===== src/rtl/pwlen_pkg.sv =====
// Shared constants and types for the keypad digit-entry tracker.
//   MAX_LEN : maximum digits per word. The count saturates here. It is also the width of the
//             write-select and LED outputs.
//   CNT_W   : width of the digit count. 2**CNT_W must be greater than MAX_LEN.
//   len_t   : the digit-count type.
package pwlen_pkg;

  localparam int unsigned MAX_LEN = 6;
  localparam int unsigned CNT_W   = 3;

  typedef logic [CNT_W-1:0] len_t;

endpackage


===== src/rtl/length_decoder.sv =====
// Combinational decode of the digit count.
//   length_i       : digits entered so far, 0..MAX_LEN.
//   dec_en_i       : decoder enable. When low, every write-select is forced low.
//   cs_o           : one-hot select for the cell that receives the next digit.
//                    All zero when the array is full.
//   password_led_o : thermometer output. Bit i is high when length_i > i.
module length_decoder
  import pwlen_pkg::*;
(
  input  len_t               length_i,
  input  logic               dec_en_i,
  output logic [MAX_LEN-1:0] cs_o,
  output logic [MAX_LEN-1:0] password_led_o
);

  // Selects exist only for 0..MAX_LEN-1.
  // length_i == MAX_LEN therefore leaves every select low.
  always_comb begin
    cs_o           = '0;
    password_led_o = '0;
    for (int unsigned i = 0; i < MAX_LEN; i++) begin
      cs_o[i]           = dec_en_i && (length_i == len_t'(i));
      password_led_o[i] = (length_i > len_t'(i));
    end
  end

endmodule


===== src/rtl/password_led_manager.sv =====
// Keypad digit-entry tracker. It counts digit key presses (0..MAX_LEN, saturating).
// The count is decoded into a one-hot write-select for the input register array and into a
// thermometer LED bar.
//   clk          : system clock. All state changes on the rising edge.
//   reset        : synchronous, active-high reset.
//   key_pressed  : level input, high while a digit key is held.
//   clear        : synchronous count clear. Takes priority over a press.
//   dec_en       : write-select enable.
//   length       : digits entered so far.
//   cs           : one-hot write-select for the next cell.
//   password_led : thermometer display of the length.
//   full         : high when length == MAX_LEN. This port exists only when
//                  PWLEN_FULL_FLAG_EN is defined.
module password_led_manager
  import pwlen_pkg::*;
(
  input  logic               clk,
  input  logic               reset,
  input  logic               key_pressed,
  input  logic               clear,
  input  logic               dec_en,
  output len_t               length,
  output logic [MAX_LEN-1:0] cs,
  output logic [MAX_LEN-1:0] password_led
`ifdef PWLEN_FULL_FLAG_EN
  ,
  output logic               full
`endif
);

  localparam len_t MaxLen = len_t'(MAX_LEN);

  logic key_q, key_d;
  len_t length_q, length_d;
  logic key_rise;

  assign key_rise = key_pressed && !key_q;

  // key_q tracks the key even during clear.
  // As a result, a key held across the release of clear is not counted.
  always_comb begin
    key_d    = key_pressed;
    length_d = length_q;
    if (clear) begin
      length_d = '0;
    end else if (key_rise && (length_q != MaxLen)) begin
      length_d = length_q + len_t'(1);
    end
  end

  always_ff @(posedge clk) begin
    if (reset) begin
      key_q    <= 1'b0;
      length_q <= '0;
    end else begin
      key_q    <= key_d;
      length_q <= length_d;
    end
  end

  assign length = length_q;

  length_decoder u_length_decoder (
    .length_i       (length_q),
    .dec_en_i       (dec_en),
    .cs_o           (cs),
    .password_led_o (password_led)
  );

`ifdef PWLEN_FULL_FLAG_EN
  assign full = (length_q == MaxLen);
`endif

endmodule


===== config.mk =====
export PLATFORM = sky130hd
export DESIGN_NAME = password_led_manager
export DESIGN_NICKNAME = d
export VERILOG_FILES = /design/src/rtl/pwlen_pkg.sv /design/src/rtl/length_decoder.sv /design/src/rtl/password_led_manager.sv
export SDC_FILE = /design/constraint.sdc
export NUM_CORES = 1
export LEC_CHECK = 0
export BUFFER_PORTS_ARGS = -buffer_cell sky130_fd_sc_hd__buf_4
export CAP_MARGIN = 15
export CORE_AREA = 3 3 40 42
export DETAILED_ROUTE_END_ITERATION = 10
export DIE_AREA = 0 0 43 45
export PLACE_DENSITY_LB_ADDON = 0.05
export SLEW_MARGIN = 20
export SYNTH_ARGS = -nofsm -noshare
export SYNTH_HDL_FRONTEND = slang
export SYNTH_SLANG_ARGS = --single-unit

===== constraint.sdc =====
create_clock -name clk -period 1.5 [get_ports clk]
set_input_delay 0.225 -clock clk [delete_from_list [all_inputs] [get_ports clk]]
set_output_delay 0.225 -clock clk [all_outputs]
set_load 0.02 [all_outputs]

# Word level (Yosys, flattened, before mapping)

Cells that the tools add are included.

Bits in registers: 4
Bits of input ports: 5
Output and inout port bits: 15
Logic and storage cells: 26

$add $sub $neg: 1
$lt $le $gt $ge: 6
Equality and inequality tests: 6
Reductions and logical operators: 11

Operator list:

| cell                | number |
|---|---|
| $logic_and 1x1->1   | 8 |
| $eq 3x2->1 const B  | 2 |
| $eq 3x3->1 const B  | 2 |
| $gt 3x1->1 const B  | 2 |
| $gt 3x2->1 const B  | 2 |
| $gt 3x3->1 const B  | 2 |
| $add 3x1->3 const B | 1 |
| $eq 3x1->1 const B  | 1 |
| $logic_not 3->1     | 1 |
| $ne 3x3->1 const B  | 1 |
| $reduce_or 2->1     | 1 |
| $logic_not 1->1     | 1 |

# Logic depth before layout (Yosys ltp)

Word-level depth: 3
Gate-level depth with buffers: 4

# Cells and area by module

From an unflattened synthesis, not the netlist that was laid out.

Cell total of the unflattened synthesis: 33
Area, all modules: 336.6 sq um

Modules (own cells, without submodules):

| module               | times used | cells an instance | area each (sq um) | seq. area each (sq um) |
|---|---|---|---|---|
| password_led_manager | 1          | 19                | 203.9             | 80.1 |
| length_decoder       | 1          | 14                | 132.6             | 0.0 |

# Worst setup path before layout

Ideal clock, no wire load.

Path kind: register to output
From: reg length_q[0], in the netlist length[0]
To: out password_led[3]
Arrival time: 1176 ps
Data required time: 1275 ps
Setup slack: 99 ps
Cell stages (with the launch flop): 4
Cell sequence: dfxtp_1 > inv_1 > o21ai_2 > nor2b_4

Word-level cells in the longest chain between the ends: 1

RTL lines:

| element                | line                       | text |
|---|---|---|
| from (decl)            | password_led_manager.sv:34 | `len_t length_q, length_d;` |
| from (signal assigned) | password_led_manager.sv:57 | `length_q <= length_d;` |
| $gt 3x2->1             | length_decoder.sv:23       | `password_led_o[i] = (length_i > len_t'(i));` |
| to (decl)              | password_led_manager.sv:24 | `output logic [MAX_LEN-1:0] password_led` |

Every way passes these cells.

# Worst setup path after layout

From: reg length_q[0], in the netlist length[0]
To: out cs[3]

Word-level cells in the longest chain between the ends: 2

RTL lines:

| element           | line                       | text |
|---|---|---|
| $eq 3x2->1        | length_decoder.sv:22       | `cs_o[i] = dec_en_i && (length_i == len_t'(i));` |
| $logic_and 1x1->1 | length_decoder.sv:22       |  |
| to (decl)         | password_led_manager.sv:23 | `output logic [MAX_LEN-1:0] cs,` |

Every way passes these cells.

==> results.cfg <==
[grt]
antenna_found_initial = 0
grt_max_degree = 10
grt_pass1_vias = 296
grt_first_pass_wirelength_um = 1260
grt.overflow.total = 0
grt_use_total_pct = 8.49

[power_and_ir_drop]
powerDensity_nw_per_um2 = 556
vdd.ir_drop.worst_mv = 0.354
p_leak_nw = 0.272

[worst_setup_path]
cp.arrival_ns = 1.22
cp_max_fo = 5
crit_type = reg -> out
end_kind = output port
crit_required_ns = 1.27
startpoint_type = flop

[drt]
first_pass_iters = 4
wl_per_cell_um = 10.8
drt_iter0_drc = 2
routed_via_density = 4.50
drt_wl_total_um = 801
drc_errors = 0
antenna_left = 0
num_vias = 333

[floorplan]
dieArea_um2 = 1940
fp-row-count = 13
die_y_um = 45
initial_core_util_pct = 24.8
die_w_um = 43
ios = 20
coreArea_um2 = 1280

[clock_network]
postCtsSetupBuffers = 0
cts_root_buffer = clkbuf_4
cts_made_buffers = 3
cts_tree = built
clk_pin_slew_ns = 0.04
holdBufCountCts = 0
cts_resized = 3
ctsLongestPathBuffers = 2
clkSinkCount = 4
cts_max_level = 1
clk_latency_ns = 0.23

[sta]
timing.final.crit_share_pct = 96.0
fin_crit_ns = 1.44
fmax_ghz = 0.694
finalSetupViolCount = 0
grt_setup_unrepaired = false
fin_hold_ws_ns = 0.183
tightestPinTransition_ns = 0.244
skew_ns = 0.00339
slew_headroom_pct = 83.5
fin_setup_tns_ns = 0
hold_viol = 0
finalMaxSlewViolations = 0

[place]
port-buffer-count = 19
placed_area_um2 = 488
place_congestion = 0.720

[layout]
final_nets = 71
drive_gt1_share_pct = 61.0
fill_cells = 133
multi_input_comb_area_um2 = 243
finalInstanceArea_um2 = 533
n_antenna_cell = 0
seq_area_um2 = 87.6
syn_to_final_growth_pct = 67.1

[logic_synthesis]
synth.distinct_cells = 19
syn_inst = 36
syn-mean-instance-area_um2 = 8.86
synth_area_um2 = 319
synth_nets = 46
yosysSeqAreaShare_pct = 25.1
ys_ff_latch = 4
synth.yosys.warnings = 0

[worst_hold_path]
hold_path.class = in -> reg

[flow_run]
cap_violations = 0

[outcome]
status = completed
==> metal layers <==
metal / global-route usage (%) / share of wire, %
met5: 0 / 0
met4: 3.61 / 0
met3: 1.59 / 13
met2: 15.0 / 47
met1: 10.1 / 40
==> cell type report <==
cell class,instances,share of cell area [%]
clock buffer,3,4.23
tap,15,3.52
inverter,3,2.11
sequential,4,16.4
timing repair buffer,20,28.2
multi-input combinational,29,45.5
==> flip-flops by register name (all words and copies together), names as in the netlist <==
signal / count
key_q: 1
length: 3
==> synthesized netlist by cell type (all sizes together) <==
master,count,area share [%]
mux2i,2,6.3
a21oi,1,2.7
and2,1,2.0
nor2,3,4.3
o41ai,1,2.7
and3,4,8.2
nand2,6,7.1
dfxtp,4,25
o21ai,1,2.7
ha,5,20
and4,1,2.7
nand2b,1,4.3
inv,3,3.5
o211ai,1,2.4
nor2b,2,6.3
==> worst max-delay path: stages, from the launching register on <==
cell and delay, ns:
dfxtp_4 0.35, ha_2 0.20, ha_4 0.16, and2_1 0.13, buf_4 0.15
==> worst paths after layout <==
kind | startpoint | end | slack (ns) | cells after the start
max reg2reg | length[1]$_SDFFE_PP0P_ | length[2]$_SDFFE_PP0P_ | 0.32 | 3
min reg2reg | length[0]$_SDFFE_PP0P_ | length[0]$_SDFFE_PP0P_ | 0.51 | 2
min | reset | key_q$_SDFF_PP0_ | 0.18 | 2
max | length[0]$_SDFFE_PP0P_ | cs[3] | 0.06 | 4
==> cell families (layout without fill, tap and decap cells) <==
family / Yosys count / in the layout / synth area share, %
AO/OA/AOI/OAI: 4 / 4 / 10.6
adder cells (fa/ha/maj): 5 / 5 / 19.6
buffers and inverters: 3 / 26 / 3.53
flip-flops: 4 / 4 / 25.1
multiplexers: 2 / 2 / 6.27
AND/OR/NAND/NOR: 18 / 18 / 34.9
==> through the flow <==
stage	std cells	worst slack [ns]	utilization (%)	power (mW)
finish	74	0.0598	41.5	0.296
global route	74	0.0110	41.5	0.312
CTS	74	0.00584	40.1	0.304
detailed placement	71	0.172	38.0	0.169
global placement	71	0.192	38.0	0.168
floorplan	36	0.0987	-	0.143
==> power breakdown <==
part           switching, mW  internal (mW)  leakage [nW]
Clock                 0.0415         0.0894        0.0138
Sequential           0.00312          0.108        0.0342
Combinational         0.0284         0.0262         0.224
Total                 0.0731          0.223         0.272
==> placed cells by master, fill, tap and decap left out, drive strengths merged <==
cell type   n
dfxtp       4
o41ai       1
and3        4
o21ai       1
and2        1
inv         3
a21oi       1
ha          5
nand2b      1
nand2       6
clkbuf      3
o211ai      1
mux2i       2
nor2b       2
and4        1
buf        20
nor2        3
Note: power is estimated with default switching activity, not from simulation.
